$ cat src/rtl/spi_atten_if.sv
// spi_atten_if: channel request/completion and serializer signals of the attenuator scheduler.
interface spi_atten_if #(
  parameter int NUM_CH  = 4,
  parameter int ATTEN_W = 6,
  parameter int REG_W   = 32
);
  logic [NUM_CH-1:0]         ch_req;
  logic [NUM_CH*ATTEN_W-1:0] ch_atten;
  logic [NUM_CH-1:0]         ch_done;
  logic                      err_timeout;
  logic                      busy;
  logic [REG_W-1:0]          ser_data;
  logic                      ser_ld;
  logic                      ser_cs;
  modport master (
    output ch_req, ch_atten, ser_cs,
    input  ch_done, err_timeout, busy, ser_data, ser_ld
  );
  modport slave (
    input  ch_req, ch_atten, ser_cs,
    output ch_done, err_timeout, busy, ser_data, ser_ld
  );
endinterface

$ cat src/rtl/spi_atten_scheduler.sv
// spi_atten_scheduler: round-robin sequencing of per-channel attenuator writes onto one shared SPI serializer.
module spi_atten_scheduler #(
  parameter int         NUM_CH         = 4,
  parameter int         ATTEN_W        = 6,
  parameter int         REG_W          = 32,
  parameter logic [7:0] CMD_WRITE      = 8'hA5,
  parameter int         LD_CYCLES      = 2,
  parameter int         GAP_CYCLES     = 8,
  parameter int         TIMEOUT_CYCLES = 65535
) (
  input logic clk,
  input logic rst_n,
  spi_atten_if.slave bus
);
  localparam int IW = $clog2(NUM_CH);
  localparam logic [2:0] IDLE = 3'd0, LOAD = 3'd1, WAIT_CS_H = 3'd2, WAIT_CS_L = 3'd3, GAP = 3'd4;
  logic [2:0] state;
  logic [NUM_CH-1:0] pending, clr, done;
  logic [ATTEN_W-1:0] shadow [NUM_CH];
  logic [IW-1:0] rr, gnt, cur;
  logic [31:0] cnt;
  logic [REG_W-1:0] data;
  logic cs_q, ld, err, found;
  int j;
  // first pending channel at or after the round-robin pointer
  always_comb begin
    gnt = rr;
    found = 1'b0;
    j = 0;
    for (int i = 0; i < NUM_CH; i++) begin
      j = int'(rr) + i;
      j = j >= NUM_CH ? j - NUM_CH : j;
      if (!found && pending[IW'(j)]) begin
        gnt = IW'(j);
        found = 1'b1;
      end
    end
  end
  assign clr = (state == IDLE && found) ? NUM_CH'(1) << gnt : '0;
  assign bus.busy = state != IDLE;
  assign bus.ser_ld = ld;
  assign bus.ser_data = data;
  assign bus.ch_done = done;
  assign bus.err_timeout = err;
  always_ff @(posedge clk or negedge rst_n)
    if (!rst_n) begin
      state <= IDLE;
      pending <= '0;
      rr <= '0;
      cur <= '0;
      cnt <= '0;
      cs_q <= 1'b0;
      ld <= 1'b0;
      data <= '0;
      done <= '0;
      err <= 1'b0;
      for (int k = 0; k < NUM_CH; k++) shadow[k] <= '0;
    end else begin
      cs_q <= bus.ser_cs;
      done <= '0;
      err <= 1'b0;
      // a request on the grant edge re-arms the channel with its new code
      pending <= (pending & ~clr) | bus.ch_req;
      for (int k = 0; k < NUM_CH; k++)
        if (bus.ch_req[k]) shadow[k] <= bus.ch_atten[k*ATTEN_W +: ATTEN_W];
      case (state)
        IDLE:
          if (found) begin
            cur <= gnt;
            rr <= gnt == IW'(NUM_CH - 1) ? '0 : gnt + 1'b1;
            data <= REG_W'({8'h00, CMD_WRITE, 8'(gnt), 8'(shadow[gnt])});
            ld <= 1'b1;
            cnt <= '0;
            state <= LOAD;
          end
        LOAD:
          if (cnt == 32'(LD_CYCLES - 1)) begin
            ld <= 1'b0;
            cnt <= '0;
            state <= WAIT_CS_H;
          end else cnt <= cnt + 1'b1;
        WAIT_CS_H:
          if (!cs_q && bus.ser_cs) state <= WAIT_CS_L;
          else if (cnt == 32'(TIMEOUT_CYCLES - 1)) begin
            err <= 1'b1;
            cnt <= '0;
            state <= GAP;
          end else cnt <= cnt + 1'b1;
        WAIT_CS_L:
          if (!bus.ser_cs) begin
            done <= NUM_CH'(1) << cur;
            cnt <= '0;
            state <= GAP;
          end
        GAP:
          if (cnt == 32'(GAP_CYCLES - 1)) state <= IDLE;
          else cnt <= cnt + 1'b1;
        default: state <= IDLE;
      endcase
    end
endmodule

$ cat src/flat_wrapper.sv
// flat-port wrapper written by rule: the top's interface ports become plain ports
module spi_atten_scheduler_flat 
#(
  parameter int         NUM_CH         = 4,
  parameter int         ATTEN_W        = 6,
  parameter int         REG_W          = 32,
  parameter logic [7:0] CMD_WRITE      = 8'hA5,
  parameter int         LD_CYCLES      = 2,
  parameter int         GAP_CYCLES     = 8,
  parameter int         TIMEOUT_CYCLES = 65535
)
  (clk, rst_n, bus_ch_req, bus_ch_atten, bus_ser_cs, bus_ch_done, bus_err_timeout, bus_busy, bus_ser_data, bus_ser_ld);
  spi_atten_if #(.NUM_CH(NUM_CH), .ATTEN_W(ATTEN_W), .REG_W(REG_W)) bus_i ();
  input logic clk;
  input logic rst_n;
  input wire logic [$bits(bus_i.ch_req)-1:0] bus_ch_req;
  input wire logic [$bits(bus_i.ch_atten)-1:0] bus_ch_atten;
  input wire logic [$bits(bus_i.ser_cs)-1:0] bus_ser_cs;
  output wire logic [$bits(bus_i.ch_done)-1:0] bus_ch_done;
  output wire logic [$bits(bus_i.err_timeout)-1:0] bus_err_timeout;
  output wire logic [$bits(bus_i.busy)-1:0] bus_busy;
  output wire logic [$bits(bus_i.ser_data)-1:0] bus_ser_data;
  output wire logic [$bits(bus_i.ser_ld)-1:0] bus_ser_ld;
  assign bus_i.ch_req = bus_ch_req;
  assign bus_i.ch_atten = bus_ch_atten;
  assign bus_i.ser_cs = bus_ser_cs;
  assign bus_ch_done = bus_i.ch_done;
  assign bus_err_timeout = bus_i.err_timeout;
  assign bus_busy = bus_i.busy;
  assign bus_ser_data = bus_i.ser_data;
  assign bus_ser_ld = bus_i.ser_ld;
  spi_atten_scheduler #(.NUM_CH(NUM_CH), .ATTEN_W(ATTEN_W), .REG_W(REG_W), .CMD_WRITE(CMD_WRITE), .LD_CYCLES(LD_CYCLES), .GAP_CYCLES(GAP_CYCLES), .TIMEOUT_CYCLES(TIMEOUT_CYCLES)) u_core (.clk(clk), .rst_n(rst_n), .bus(bus_i));
endmodule
$ cat config.mk
export PLATFORM = sky130hd
export DESIGN_NAME = spi_atten_scheduler_flat
export DESIGN_NICKNAME = d
export VERILOG_FILES = /design/src/rtl/spi_atten_if.sv /design/src/rtl/spi_atten_scheduler.sv /design/src/flat_wrapper.sv
export SDC_FILE = /design/constraint.sdc
export NUM_CORES = 1
export LEC_CHECK = 0
export CORE_MARGIN = 1.5
export CORE_UTILIZATION = 50
export CTS_CLUSTER_DIAMETER = 30
export DETAILED_ROUTE_END_ITERATION = 6
export GPL_TIMING_DRIVEN = 0
export HOLD_SLACK_MARGIN = 0.12
export PLACE_DENSITY = 0.79
export SLEW_MARGIN = 20
export SYNTH_ARGS = -nofsm -noshare
export SYNTH_HDL_FRONTEND = slang
export SYNTH_SLANG_ARGS = --single-unit
$ cat constraint.sdc
create_clock -name clk -period 4.7 [get_ports clk]
set_input_delay 1.41 -clock clk [delete_from_list [all_inputs] [get_ports clk]]
set_output_delay 1.41 -clock clk [all_outputs]
set_load 0.02 [all_outputs]
==> flow_metrics.env <==
export IMPL_outcome="completed"
export IMPL_wl_um=9527
export IMPL_synthCells=412
export IMPL_end_kind="output port"
export IMPL_path_class="flop to output port"
export IMPL_dpl_worst_slack_ns=1.244
export IMPL_clk_path_buf_depth=2
export IMPL_fin_area_um2=5177
export IMPL_ys_warnings_count=0
export IMPL_power_mw=2.519
export IMPL_cp_depth=4
export IMPL_coreArea_um2=8258
export IMPL_die_y_um=95.70
export IMPL_hold_viol_final=0
export IMPL_overflow=0
export IMPL_fin_skew_ns=0.005676
export IMPL_slew_violations=0
export IMPL_layout_common_cells="dfrtp_1, clkdlybuf4s50_1, nand2_1, nor2_1, mux2_2"
export IMPL_placed_cell_area_um2=4967
export IMPL_clock_latency_ns=0.35
export IMPL_reg2reg_depth=6
export IMPL_drc_errors=0
export IMPL_grt_pass1_wl_um=15660
export IMPL_drt_initial_drc_count=194
export IMPL_synthFlopType="dfrtp_1"
export IMPL_die_w_um=95.70
export IMPL_max_cap_violations=0
export IMPL_crit_family="buffers and inverters"
export IMPL_critPathRequiredTime_ns=3.29
export IMPL_antenna_cells=0
export IMPL_post_cts_buffers=0
export IMPL_ctsResizeCount=0
export IMPL_relSlewSlack_pct=30.58
export IMPL_port_buffers=45
export IMPL_hpwlAfterDp_um=6755
export IMPL_gr_usage_all_layers_pct=22.69
export IMPL_cp_slowest_cell="nor3_1"
export IMPL_cp_num_buf_inv=3
export IMPL_syn_avg_cell_area_um2=10.43
export IMPL_synth_area_um2=4297
export IMPL_drtPass1Iterations=5
export IMPL_critPathLaunch="u_core.state[1]"
export IMPL_finalCritPeriodShare_pct=77.69
export IMPL_cts_root_buf="clkbuf_8"
export IMPL_synth_distinct_cells=63
export IMPL_critPathMaxStageDelay_ns=0.62
export IMPL_leakagePower_nw=2.214
export IMPL_rrSetupSlack_ns=2.01
export IMPL_worst_pin_slew_ns=1.033
export IMPL_r2r_start="u_core.cnt[9]"
export IMPL_grt_setup_unrepaired="false"
export IMPL_cts_tree="built"
export IMPL_vias=3361
export IMPL_die_area_um2=9158
export IMPL_fmax_mhz=273.9
export IMPL_avgViaCountPerCell=5.620
export IMPL_drive_gt1_share_pct=18.86
export IMPL_path_clk_slew_ns=0.08
export IMPL_crit_fanout=10
export IMPL_yosysSeqAreaShare_pct=47.18
export IMPL_crit_chain="clkbuf_1 -> nor3_1 -> inv_1 -> clkdlybuf4s50_1"
export IMPL_cp_endpoint="bus_busy"
export IMPL_powerDensity_nw_per_um2=486.4
export IMPL_gp_congestion=0.9123
export IMPL_cp_arrival_ns=2.24
export IMPL_grt_max_degree=49
export IMPL_cts_num_sinks=81
export IMPL_async_flop_share_pct=100.0
export IMPL_htreeDepth=3
export IMPL_cts_buffers=9
export IMPL_ir_worst_vdd_mv=0.2526
export IMPL_start_util_pct=52.03
export IMPL_syn_to_final_growth_pct=20.50
export IMPL_route_antenna_remaining_nets=0
export IMPL_io_pins=70
export IMPL_synth_edf_count=0
export IMPL_grt_pass1_vias=3271
export IMPL_hp_class="flop to flop"
export IMPL_setup_viol=0
export IMPL_layout_commonest_cell="dfrtp_1"
export IMPL_hold_slack_ns=0.5071
export IMPL_cts_hold_buf=0
export IMPL_final_util_pct=62.70
export IMPL_min_period_ns=3.651
export IMPL_antenna_found_initial=0
export IMPL_postLayoutSetupSlackWorst_ns=1.049
export IMPL_final_net_count=526
export IMPL_synth_seq_cells=81
export IMPL_start_kind="flop"
export IMPL_num_rows=33
export IMPL_reg2reg_to="u_core.cnt[21]"
export IMPL_hp_start="u_core.shadow[5]"
export IMPL_wl_per_cell_um=15.93
-- worst register-to-register path: stages, from the launching register on --
cell and delay, ns:
dfrtp_1 0.51, nand4_1 0.16, or2_1 0.34, nor3_1 0.87
nand3_1 0.20, and3_1 0.24, a221o_1 0.26
-- how the worst min path moves through the flow --
stage	to	depth (start not counted)
6_report	u_core.shadow[5]	1
4_1_cts	u_core.shadow[6]	1
3_3_place_gp	u_core.shadow[13]	1
2_1_floorplan	u_core.shadow[0]	1
5_1_grt	u_core.shadow[17]	1
3_5_place_dp	u_core.shadow[7]	1
-- cell usage after synthesis (all sizes together) (2+ instances only) --
cell type  count  area (um2)
nor4bb         2       20.02
a21oi          9       45.04
nor3           5       25.02
and3           9       56.30
o31ai          2       15.01
nor4           6       43.79
nor3b          2       15.01
nand4          8       56.30
a41oi          2       17.52
nor2          35       133.9
a31oi         20       125.1
mux2          31       349.1
o311ai         4       35.03
a21o           2       15.01
nand2b         5       31.28
a221o          4       40.04
or4            2       15.01
nand2         40       150.1
o21ai         11       55.05
clkbuf        12       45.04
nand3         21       110.1
inv           11       41.29
mux4           6       135.1
xnor2          7       61.31
o41ai          3       45.05
and4           5       43.79
o22ai          3       18.77
and2           3       18.77
ha             7       87.58
buf           29       209.0
or2            4       25.03
dfrtp         81        2027
-- final cells by class --
| class | instances | area, um2 |
|---|---|---|
| clock inverter | 6 | 82.58 |
| timing repair buffer | 46 | 467.9 |
| inverter | 11 | 41.29 |
| buffer | 41 | 254.0 |
| sequential | 81 | 2027 |
| tap | 105 | 131.4 |
| fill | 669 | 3080 |
| multi-input combinational | 298 | 2046 |
| clock buffer | 10 | 127.6 |
-- per-layer routing --
layer	vias up	share of wire, %	global-route usage [%]
met5	-	0	0
met4	0	1.6	8.946
met3	15	5.3	6.082
met2	110	50	38.26
met1	1615	43	27.54
li1	1621	-	-
-- state kept, by name (all words and copies together), names as in the netlist --
| register | count |
|---|---|
| u_core.cnt | 32 |
| u_core.state | 3 |
| u_core.bus.ch_done | 4 |
| u_core.bus.ser_ld | 1 |
| u_core.bus.err_timeout | 1 |
| u_core.cs_q | 1 |
| u_core.cur | 1 |
| u_core.pending | 4 |
| u_core.rr | 2 |
| u_core.shadow | 24 |
| u_core.bus.ser_data | 8 |
-- stage by stage --
| step | setup TNS [ns] | cells |
|---|---|---|
| 2_1_floorplan | 0 | 431 |
| 3_3_place_gp | -50.25 | 581 |
| 3_5_place_dp | 0 | 582 |
| 4_1_cts | 0 | 598 |
| 5_1_grt | 0 | 598 |
| 6_report | 0 | 598 |
-- cell families after synthesis --
group,count (synthesis),share of synthesized area (%)
and+or+nand+nor,152,18.29
DFF,81,47.18
AOI/OAI and AO/OA,73,12.41
buffers and inverters,52,6.872
muxes,38,11.50
xor gates and xnor gates,8,1.631
adders and majority gates,7,2.038
other,1,0.08728
-- power breakdown --
part           internal [mW]  total, mW  switching (mW)
clock                  0.297      0.548           0.252
sequential             0.802      0.886          0.0840
combinational          0.450       1.08           0.634
total                   1.55       2.52           0.970
No activity file was read; power rests on OpenSTA's default activity.
